<file path="src/rtl/riscv_pkg.sv">
//==============================================================================
// riscv_pkg: shared fetch/decode constants, RV32I opcodes and a field helper.
// Revision: 1.0
//==============================================================================
`default_nettype none

package riscv_pkg;

   localparam int ADDR_W_DEF  = 8;
   localparam int INSTR_W_DEF = 32;
   localparam int PC_STEP_DEF = 4;
   localparam int CNT_W_DEF   = 16;

   // addi x0, x0, 0
   localparam logic [31:0] NOP_INSTR = 32'h0000_0013;

   localparam int OPCODE_LSB = 0;
   localparam int OPCODE_MSB = 6;

   localparam logic [6:0] OP_LUI    = 7'b0110111;
   localparam logic [6:0] OP_AUIPC  = 7'b0010111;
   localparam logic [6:0] OP_JAL    = 7'b1101111;
   localparam logic [6:0] OP_JALR   = 7'b1100111;
   localparam logic [6:0] OP_BRANCH = 7'b1100011;
   localparam logic [6:0] OP_LOAD   = 7'b0000011;
   localparam logic [6:0] OP_STORE  = 7'b0100011;
   localparam logic [6:0] OP_IMM    = 7'b0010011;
   localparam logic [6:0] OP_REG    = 7'b0110011;

   function automatic logic [6:0] opcode_of(input logic [31:0] instr);
      return instr[OPCODE_MSB:OPCODE_LSB];
   endfunction

endpackage

`default_nettype wire

</file>
<file path="src/rtl/pc_reg.sv">
//==============================================================================
// pc_reg: program counter with redirect/hold/increment next-pc selection,
// word alignment of redirect targets and misalignment pulse. Revision: 1.0
//==============================================================================
`default_nettype none

module pc_reg
   import riscv_pkg::*;
#(
   parameter int                ADDR_W   = ADDR_W_DEF,
   parameter int                PC_STEP  = PC_STEP_DEF,
   parameter logic [ADDR_W-1:0] RESET_PC = '0
) (
   input  logic              clk,
   input  logic              rst,
   input  logic              stall,
   input  logic              redirect_valid,
   input  logic [ADDR_W-1:0] redirect_pc,
   output logic [ADDR_W-1:0] pc,
   output logic              misalign_err
);

   localparam logic [ADDR_W-1:0] STEP = ADDR_W'(PC_STEP);

   logic [ADDR_W-1:0] pc_next;

   // Flush overrides stall; increment wraps naturally at the address width.
   always_comb begin
      pc_next = pc;
      if (redirect_valid)
         pc_next = {redirect_pc[ADDR_W-1:2], 2'b00};
      else if (!stall)
         pc_next = pc + STEP;
   end

   always_ff @(posedge clk) begin
      if (rst) begin
         pc           <= RESET_PC;
         misalign_err <= 1'b0;
      end else begin
         pc           <= pc_next;
         misalign_err <= redirect_valid & (|redirect_pc[1:0]);
      end
   end

endmodule

`default_nettype wire

</file>
<file path="src/rtl/if_stage.sv">
//==============================================================================
// if_stage: instruction fetch stage driving insmem and loading the IF/ID
// register, with stall, redirect flush and delivered-instruction counter. Rev 1.0
//==============================================================================
`default_nettype none

module if_stage
   import riscv_pkg::*;
#(
   parameter int                ADDR_W   = ADDR_W_DEF,
   parameter int                INSTR_W  = INSTR_W_DEF,
   parameter logic [ADDR_W-1:0] RESET_PC = '0,
   parameter int                PC_STEP  = PC_STEP_DEF,
   parameter int                CNT_W    = CNT_W_DEF
) (
   input  logic               clk,
   input  logic               rst,
   output logic [ADDR_W-1:0]  imem_addr,
   input  logic [INSTR_W-1:0] imem_instr,
   input  logic               stall,
   input  logic               redirect_valid,
   input  logic [ADDR_W-1:0]  redirect_pc,
   output logic               ifid_valid,
   output logic [ADDR_W-1:0]  ifid_pc,
   output logic [INSTR_W-1:0] ifid_instr,
   output logic [6:0]         ifid_opcode,
   output logic               misalign_err,
   output logic [CNT_W-1:0]   fetch_count
);

   localparam logic [INSTR_W-1:0] NOP = INSTR_W'(NOP_INSTR);

   logic [ADDR_W-1:0] pc;

   pc_reg #(
      .ADDR_W   (ADDR_W),
      .PC_STEP  (PC_STEP),
      .RESET_PC (RESET_PC)
   ) u_pc_reg (
      .clk            (clk),
      .rst            (rst),
      .stall          (stall),
      .redirect_valid (redirect_valid),
      .redirect_pc    (redirect_pc),
      .pc             (pc),
      .misalign_err   (misalign_err)
   );

   // insmem reads asynchronously, so the word for pc is available this cycle.
   assign imem_addr = pc;

   always_ff @(posedge clk) begin
      if (rst) begin
         ifid_valid  <= 1'b0;
         ifid_pc     <= '0;
         ifid_instr  <= NOP;
         ifid_opcode <= opcode_of(NOP_INSTR);
         fetch_count <= '0;
      end else if (redirect_valid) begin
         ifid_valid  <= 1'b0;
         ifid_instr  <= NOP;
         ifid_opcode <= opcode_of(NOP_INSTR);
      end else if (!stall) begin
         ifid_valid  <= 1'b1;
         ifid_pc     <= pc;
         ifid_instr  <= imem_instr;
         ifid_opcode <= imem_instr[OPCODE_MSB:OPCODE_LSB];
         if (!(&fetch_count))
            fetch_count <= fetch_count + CNT_W'(1);
      end
   end

endmodule

`default_nettype wire

</file>
<file path="config.mk">
export PLATFORM = sky130hd
export DESIGN_NAME = if_stage
export DESIGN_NICKNAME = d
export VERILOG_FILES = /design/src/rtl/riscv_pkg.sv /design/src/rtl/pc_reg.sv /design/src/rtl/if_stage.sv
export SDC_FILE = /design/constraint.sdc
export NUM_CORES = 1
export LEC_CHECK = 0
export CORE_UTILIZATION = 40
export CTS_BUF_LIST = sky130_fd_sc_hd__clkbuf_8 sky130_fd_sc_hd__clkbuf_16
export DETAILED_ROUTE_END_ITERATION = 8
export PLACE_DENSITY = 0.78
export SYNTH_ARGS = -nofsm -noshare
export SYNTH_HDL_FRONTEND = slang
export SYNTH_HIERARCHICAL = 1
export SYNTH_SLANG_ARGS = --single-unit
</file>
<file path="constraint.sdc">
create_clock -name clk -period 5.4 [get_ports clk]
set_input_delay 1.08 -clock clk [delete_from_list [all_inputs] [get_ports clk]]
set_output_delay 1.08 -clock clk [all_outputs]
set_load 0.01 [all_outputs]
</file>
==> reports/results.ini <==
[critical_path]
reg2regPathDepth=5
r2r_end=fetch_count[14]$_SDFFE_PP0P_
worstPathRequired_ns=5.66
cp_cell_sequence=clkdlybuf4s50_1 -> nor2_1 -> nand4_1 -> or4_1 -> a21oi_1
worst-path-max-fanout=14
crit_type=input port to flop
slowest_stage=nor2_1
critPathLaunchType=input port
r2r_start=fetch_count[0]$_SDFFE_PP0P_
critPathMaxStageDelay_ns=0.68
endpoint_kind=flop
crit_arrival_ns=3.33
r2r_slack_ns=3.47

[power_and_ir_drop]
p_per_area_mw_per_mm2=256
power_leakage_nw=1.53
ir_drop_mv=0.161
fin_total_pwr_mw=1.02

[layout]
mostFrequentLayoutCells=113 x clkdlybuf4s50_1, 64 x dfxtp_1, 45 x nor2_1
seq_area_sq_mm=0.00128
final_cells=477
fin_nets=442
regMostFlops=ifid_instr
largest_register_ffs=32
multi_input_area_sq_mm=0.00124
syn_to_final_growth_pct=48.9
fillers=557
finish.utilization=0.623
diodes=0
largestRegisters=ifid_instr x32, fetch_count x16, ifid_pc x8
mostFrequentLayoutCell=clkdlybuf4s50_1
drive_above_1_share=0.0650

[clock_network]
cts_tree=done
path_clk_slew_ns=0.07
post_cts_buffers=0
cts-root-buf=clkbuf_8
numCtsBuffers=9
insertion_delay_ns=0.33
cts.sinks=64
cts_hold_buf=0
postCtsResizedCells=0
clockBufferDepth=2
htreeDepth=3

[sta]
finalSetupTns_ns=0
rsz0062_at_grt=false
tightest_slew_ns=0.829
min_period_ns=3.07
setup_viol=0
max-slew-margin-rel=0.445
hold_violations=0
fmax_ghz=0.326
fin_worst_skew_ns=0.00283
maxSlewViolCount=0
finalCritPeriodShare=0.569

[floorplan]
ioPinCount=117
floorplan.rows=29
dieWidth_microns=83.7
core-area_sq_mm=0.00639
fp.dieH_microns=83.7
initial_core_util=0.418
die-area_sq_mm=0.00701

[routing]
finalWirelength_mm=6.62
avgViaCountPerCell=5.11
drc_errors=0
drt_pass1_iterations=4
wl_per_cell_microns=13.9
vias=2439
first_iter_violations=105
ant_nets=0

[logic_synthesis]
yosysTopAreaCellShare=0.480
yosys.area.top_type=dfxtp_1
ys_warn_count=6
synthTopCellsByArea=dfxtp_1 48%, mux2i_1 12%, nor2_1 6.3%, nand2_1 4.2%, a21oi_1 3.7%
synth_edf_count=0
async_reset_ff_frac=0
avgSynthCellArea_sq_um=9.18
synth_cell_types=37
synth_ff_type=dfxtp_1
yosysSeqAreaShare=0.480
syn_inst=291
yosys_register_bits=64
syn_area_sq_mm=0.00267

[hold_path]
min_from=ifid_pc[5]$_SDFFE_PP0P_
hold_class=flop to flop
min_path_cells=2
hold_end=ifid_pc[5]$_SDFFE_PP0P_

[grt]
grt_pass1_wl_mm=11.0
grt_max_degree=41
track_usage=0.196
antenna_found_initial=0
grt_pass1_vias=2434
grt_overflow=0

[placed_design]
dp_hpwl_mm=4.73
dp_cells=462
place.gp.congestion=0.766
port_buffers=114

[status]
outcome=finished, final reports clean

[job]
cap_violations=0

[metrics by stage]
stage | hold WS (ns) | setup slack, ns | area, sq um
2_1_floorplan | 0.474 | 2.80 | 2680
3_3_place_gp | 0.438 | 2.09 | 3790
3_5_place_dp | 0.455 | 2.00 | 3790
4_1_cts | 0.464 | 2.35 | 3980
5_1_grt | 0.482 | 2.15 | 3980
6_report | 0.465 | 2.33 | 3980
[worst max-delay path, delay by kind of cell]
kind            cells  cell delay (ns)
simple gates        3             1.60
compound gates      1             0.15
buf+inv             1             0.51
[cell usage after synthesis, types with 5 or more instances]
library cell  number
o21ai_0            6
or3_1              5
dfxtp_1           64
a21oi_1           20
nor2_1            45
nor3_1             5
nand4_1            7
clkbuf_1          13
nand2_1           30
mux2i_1           32
buf_4              9
[layout make-up]
type	count	area share
timing repair buffer	117	0.291
clock inverter	5	0.0123
sequential	64	0.322
multi-input combinational	201	0.313
inverter	3	0.00283
clock buffer	10	0.0346
tap	77	0.0242
[worst max path at each step]
stage                         from                      endpoint  cells past startpoint
floorplan                    stall  fetch_count[14]$_SDFFE_PP0P_                      6
global placement    redirect_valid  fetch_count[15]$_SDFFE_PP0P_                      5
detailed placement  redirect_valid  fetch_count[15]$_SDFFE_PP0P_                      5
CTS                 redirect_valid  fetch_count[15]$_SDFFE_PP0P_                      5
global route        redirect_valid  fetch_count[15]$_SDFFE_PP0P_                      5
finish              redirect_valid  fetch_count[15]$_SDFFE_PP0P_                      5
[logic make-up after synthesis]
group | synth area share
AOI/OAI and AO/OA | 0.0871
xor gates and xnor gates | 0.0164
adders and majority gates | 0.00937
buffers and inverters | 0.0562
DFF | 0.480
muxes | 0.137
other | 0.00140
and+or+nand+nor | 0.213
[power breakdown]
part           total (mW)  switching [mW]  internal, mW
logic               0.124          0.0506        0.0739
registers           0.499          0.0121         0.487
clock network       0.395           0.176         0.219
[per-layer routing]
metal / routed length [microns] / GRT usage
met4: 74 / 0.0832
met1: 2680 / 0.220
met2: 3130 / 0.320
met3: 734 / 0.0900
met5: 0 / 0
No activity file was read; power rests on OpenSTA's default activity.
==> edit 1 (same flow settings) <==
`INSTR_W_DEF`: 32 -> 48.
--- a/src/rtl/riscv_pkg.sv
+++ b/src/rtl/riscv_pkg.sv
@@ -8,5 +8,5 @@
 
    localparam int ADDR_W_DEF  = 8;
-   localparam int INSTR_W_DEF = 32;
+   localparam int INSTR_W_DEF = 48;
    localparam int PC_STEP_DEF = 4;
    localparam int CNT_W_DEF   = 16;
Ports: changed (resized ifid_instr and imem_instr); port bits go from 117 to 149. No check against the original RTL was run, so the function may have changed too.
==> edit 1 against the unedited design <==
Clock power increased by 24%; sequential power increased by 25%; via count increased by 18%; final cell count increased by 22%; routed wire length increased by 24%; utilization increased by 0.96 points; total power increased by 25%; sequential cell count increased by 16; worst setup slack improved by 130 ps; design area increased by 23%; count of clock-buffer cells in the layout decreased by 1; synthesized area increased by 20%.
==> edit 1: results (changes against the unedited design) <==
.. list-table::
   :header-rows: 1

   * - Metric
     - Value
   * - Critical path's largest stage delay
     - 530 ps (was 680 ps)
   * - Vias in the first global route
     - 2,845 (was 2,434)
   * - Tot GR Track Use
     - 19.8% (was 19.6%)
   * - Regs by FF count
     - ifid_instr (48), fetch_count (16), ifid_pc (8) (was ifid_instr (32), fetch_count (16), ifid_pc (8))
   * - Largest net degree at the start of global routing
     - 58 (was 41)
   * - Via count
     - 2,878 (was 2,439)
   * - Metal3 WL
     - 722 µm (was 734 µm)
   * - Multi-input combinational cell count
     - 228 (was 201)
   * - Endpoint arrival time on the critical path
     - 3170 ps (was 3330 ps)
   * - Logic inverters
     - 4 (was 3)
   * - Worst slack at placement
     - 2070 ps (was 2000 ps)
   * - Seq. cell area
     - 1600 µm² (was 1280 µm²)
   * - Slew at the pin closest to its max-slew limit
     - 900 ps (was 829 ps)
   * - Mean routed wirelength per cell
     - 14.1 µm (was 13.9 µm)
   * - Most common library cells after synthesis
     - sky130_fd_sc_hd__dfxtp_1, sky130_fd_sc_hd__nor2_1, sky130_fd_sc_hd__mux2i_1 (unchanged)
   * - Maximum ir drop on the vdd rail
     - 154 µV (was 161 µV)
   * - Fraction of final layout cells with drive strength greater than 1
     - 5.23% (was 6.50%)
   * - Crit path max-delay cell type
     - sky130_fd_sc_hd__or2_1 (was sky130_fd_sc_hd__nor2_1)
   * - Leading post-synthesis cells by cell area
     - sky130_fd_sc_hd__dfxtp_1, sky130_fd_sc_hd__mux2i_1, sky130_fd_sc_hd__nor2_1 (unchanged)
   * - Filler cell count
     - 631 (was 557)
   * - # port buffers
     - 146 (was 114)
   * - Crit Path Max Fanout
     - 57 (was 14)
   * - Area of combinational cells with multiple inputs
     - 1440 µm² (was 1240 µm²)
   * - Relative area of non-clock buffer cells in the final design
     - 30.4% (was 29.1%)
   * - GP Congestion
     - 0.796 (was 0.766)
   * - Portion of the layout cell area used by clock cells
     - 4.48% (was 4.69%)
   * - First-pass GRT wire length
     - 13,300 µm (was 11,000 µm)
   * - Setup skew after layout
     - 2.80 ps (was 2.83 ps)
   * - Status
     - finished clean (unchanged)
   * - First DRT Iteration DRCs
     - 95 (was 105)
   * - Non-clock buffer total of the final layout
     - 150 (was 117)
   * - Nets@finish
     - 535 (was 442)
edit 1: changes by cell type in the layout (fill, tap and decap cells not counted), moves of 3 or more:
cell / delta
sky130_fd_sc_hd__clkdlybuf4s50_1: +32
sky130_fd_sc_hd__dfxtp_1: +16
sky130_fd_sc_hd__mux2i_1: +16
sky130_fd_sc_hd__nor2_1: +10
sky130_fd_sc_hd__a21oi_1: +6
sky130_fd_sc_hd__o31ai_1: +5
sky130_fd_sc_hd__o21ai_0: -4
sky130_fd_sc_hd__or4_1: +4
sky130_fd_sc_hd__mux2_2: -3
sky130_fd_sc_hd__o21ai_1: +3
edit 1: where the power goes:
part	leakage (nW)	total, mW	internal [mW]	switching [mW]
Clock	0.110	0.488	0.261	0.227
Combinational	1.13	0.159	0.0964	0.0626
Sequential	0.652	0.623	0.608	0.0145
Total	1.89	1.27	0.966	0.304
edit 1: kinds of logic (layout without fill, tap and decap cells):
logic type	Yosys count	count (layout)	synth area share, %
flip-flops	80	80	50.0
multiplexers	50	50	15.7
XOR/XNOR	4	4	1.09
buffers and inverters	33	170	5.47
other	1	2	0.117
adder cells (fa/ha/maj)	2	2	0.781
AND/OR/NAND/NOR	125	125	18.7
AO/OA/AOI/OAI	45	45	8.20
edit 1: worst paths after layout:
path	startpoint	endpoint	slack (ps)	depth (start not counted)
max	stall	fetch_count[10]	2460	6
min	ifid_valid	ifid_valid	450	2
max reg2reg	fetch_count[0]	fetch_count[13]	3430	6
min reg2reg	ifid_valid	ifid_valid	450	2
edit 1: per-stage QoR:
step                      total power, mW  instances  cell area [µm²]
after global placement              0.793        564             4670
final                                1.27        580             4890
after CTS                            1.28        580             4890
after detailed placement            0.796        564             4670
after floorplan                     0.704        341             3210
after global routing                 1.32        580             4890
==> edit 2 (config.mk and constraints unchanged) <==
Made on the original files. Put one more register stage on the output `fetch_count`, cleared by the reset. The value now appears one clock later. The other outputs are not delayed to match.
--- a/src/rtl/if_stage.sv
+++ b/src/rtl/if_stage.sv
@@ -31,4 +31,6 @@
    localparam logic [INSTR_W-1:0] NOP = INSTR_W'(NOP_INSTR);
 
+   logic [CNT_W-1:0] fetch_count_s0;
+
    logic [ADDR_W-1:0] pc;
 
@@ -56,5 +58,5 @@
          ifid_instr  <= NOP;
          ifid_opcode <= opcode_of(NOP_INSTR);
-         fetch_count <= '0;
+         fetch_count_s0 <= '0;
       end else if (redirect_valid) begin
          ifid_valid  <= 1'b0;
@@ -66,6 +68,14 @@
          ifid_instr  <= imem_instr;
          ifid_opcode <= imem_instr[OPCODE_MSB:OPCODE_LSB];
-         if (!(&fetch_count))
-            fetch_count <= fetch_count + CNT_W'(1);
+         if (!(&fetch_count_s0))
+            fetch_count_s0 <= fetch_count_s0 + CNT_W'(1);
+      end
+   end
+
+   always_ff @(posedge clk) begin
+      if (rst) begin
+         fetch_count <= '0;
+      end else begin
+         fetch_count <= fetch_count_s0;
       end
    end
Behaviour: not the same (Yosys sat finds a counterexample within 4 cycles, from zero or initial values and one cycle with rst high).
==> edit 2 against the unedited design <==
Hold slack lost 11 ps; design area grew 12%; fmax shrank 1.8%; via count grew 6.9%; total power grew 20%; worst setup slack lost 55 ps; clock power grew 21%; synthesized area grew 16%; routed wire length grew 8.0%; sequential cell count grew 16; critical path type unchanged; first-iteration DRC count grew 37%.
==> edit 2: results (changes against the unedited design) <==
.. list-table::
   :header-rows: 1

   * - Metric
     - Value
   * - Status
     - finished clean (unchanged)
   * - Total length of routed wires
     - 7160 µm (was 6620 µm)
   * - Worst slack at placement
     - 1860 ps (was 2000 ps)
   * - First DRT Iteration DRCs
     - 144 (was 105)
   * - Worst Setup SP
     - stall (was redirect_valid)
   * - Regs by FF count
     - ifid_instr (32), fetch_count (16), fetch_count_s0 (16) (was ifid_instr (32), fetch_count (16), ifid_pc (8))
   * - Register area share after synthesis
     - 51.5% (was 48.0%)
   * - Yosys warning total
     - 6 (unchanged)
   * - Worst r2r src
     - fetch_count_s0[0] (was fetch_count[0])
   * - Maximum ir drop on the vdd rail
     - 153 µV (was 161 µV)
   * - Avg Cell Area, Syn
     - 9.60 µm² (was 9.18 µm²)
   * - Setup skew after layout
     - 5.78 ps (was 2.83 ps)
   * - Tot GR Track Use
     - 18.4% (was 19.6%)
   * - Leading post-synthesis cells by cell area
     - sky130_fd_sc_hd__dfxtp_1, sky130_fd_sc_hd__mux2i_1, sky130_fd_sc_hd__nor2_1 (unchanged)
   * - Mean routed wirelength per cell
     - 13.5 µm (was 13.9 µm)
   * - Largest net degree at the start of global routing
     - 41 (unchanged)
   * - Nets@finish
     - 472 (was 442)
   * - Endpoint arrival time on the critical path
     - 3360 ps (was 3330 ps)
   * - Vias in the first global route
     - 2,572 (was 2,434)
   * - First-pass GRT wire length
     - 12,000 µm (was 11,000 µm)
   * - Dpl cell area
     - 4250 µm² (was 3790 µm²)
   * - Standby leakage power
     - 1.73 nW (was 1.53 nW)
   * - HPWL after detailed placement
     - 5250 µm (was 4730 µm)
   * - Crit Path Max Fanout
     - 40 (was 14)
   * - GP Congestion
     - 0.864 (was 0.766)
   * - Clock-pin transition on the worst setup and hold timing paths
     - 70 ps (about the same)
   * - Hold path start
     - ifid_valid (was ifid_pc[5])
   * - Slew at the pin closest to its max-slew limit
     - 1070 ps (was 829 ps)
   * - Internal power summed over all cells
     - 0.953 mW (was 0.780 mW)
   * - # port buffers
     - 114 (unchanged)
   * - Fraction of final layout cells with drive strength greater than 1
     - 6.73% (was 6.50%)
   * - Placed Instances
     - 514 (was 462)
   * - Most common library cells after synthesis
     - sky130_fd_sc_hd__dfxtp_1, sky130_fd_sc_hd__nor2_1, sky130_fd_sc_hd__mux2i_1 (unchanged)
   * - Unique cell type count in the Yosys netlist
     - 41 (was 37)
==> edit 2: critical path, delay by kind of cell <==
| kind | cells | cell delay, ps |
|---|---|---|
| AND/OR/NAND/NOR | 3 | 1460 |
| buffers and inverters | 1 | 440 |
| multiplexers | 1 | 360 |
==> edit 2: area by class of cell <==
| class | instances | area [µm²] |
|---|---|---|
| fill | 642 | 2900 |
| sequential | 80 | 1600 |
| multi-input combinational | 215 | 1360 |
| timing repair buffer | 115 | 1140 |
| clock buffer | 10 | 138 |
| tap | 99 | 124 |
| clock inverter | 6 | 83.8 |
| inverter | 5 | 18.8 |
==> edit 2: layer usage <==
| metal | track usage [%] | vias up | routed length, µm |
|---|---|---|---|
| li1 | - | 1299 | - |
| met2 | 30.2 | 104 | 3530 |
| met3 | 9.05 | 10 | 665 |
| met1 | 20.4 | 1195 | 2860 |
| met5 | 0 | - | 0 |
| met4 | 6.85 | 0 | 102 |
==> edit 2: power groups by stage <==
stage	Combinational [mW]	Clock, mW	Sequential, mW
2_1_floorplan	0.0535	0	0.637
3_3_place_gp	0.127	0	0.632
3_5_place_dp	0.130	0	0.633
4_1_cts	0.131	0.490	0.619
5_1_grt	0.141	0.516	0.621
6_report	0.130	0.476	0.618
==> edit 2: logic make-up (layout without fill, tap and decap cells) <==
| family | after synthesis | in the layout | share of synthesized area, % |
|---|---|---|---|
| adders and majority gates | 2 | 2 | 0.804 |
| and+or+nand+nor | 132 | 132 | 21.4 |
| AOI/OAI and AO/OA | 36 | 36 | 7.28 |
| buffers and inverters | 30 | 136 | 4.99 |
| muxes | 39 | 39 | 12.8 |
| xor gates and xnor gates | 4 | 4 | 1.13 |
| DFF | 80 | 80 | 51.5 |
| other | 1 | 2 | 0.121 |
==> edit 2: final timing paths <==
kind,to,slack [ps],cells after the start
max,fetch_count_s0[11],2270,5
max reg2reg,fetch_count_s0[12],3390,5
min,ifid_valid,450,2
min reg2reg,ifid_valid,450,2
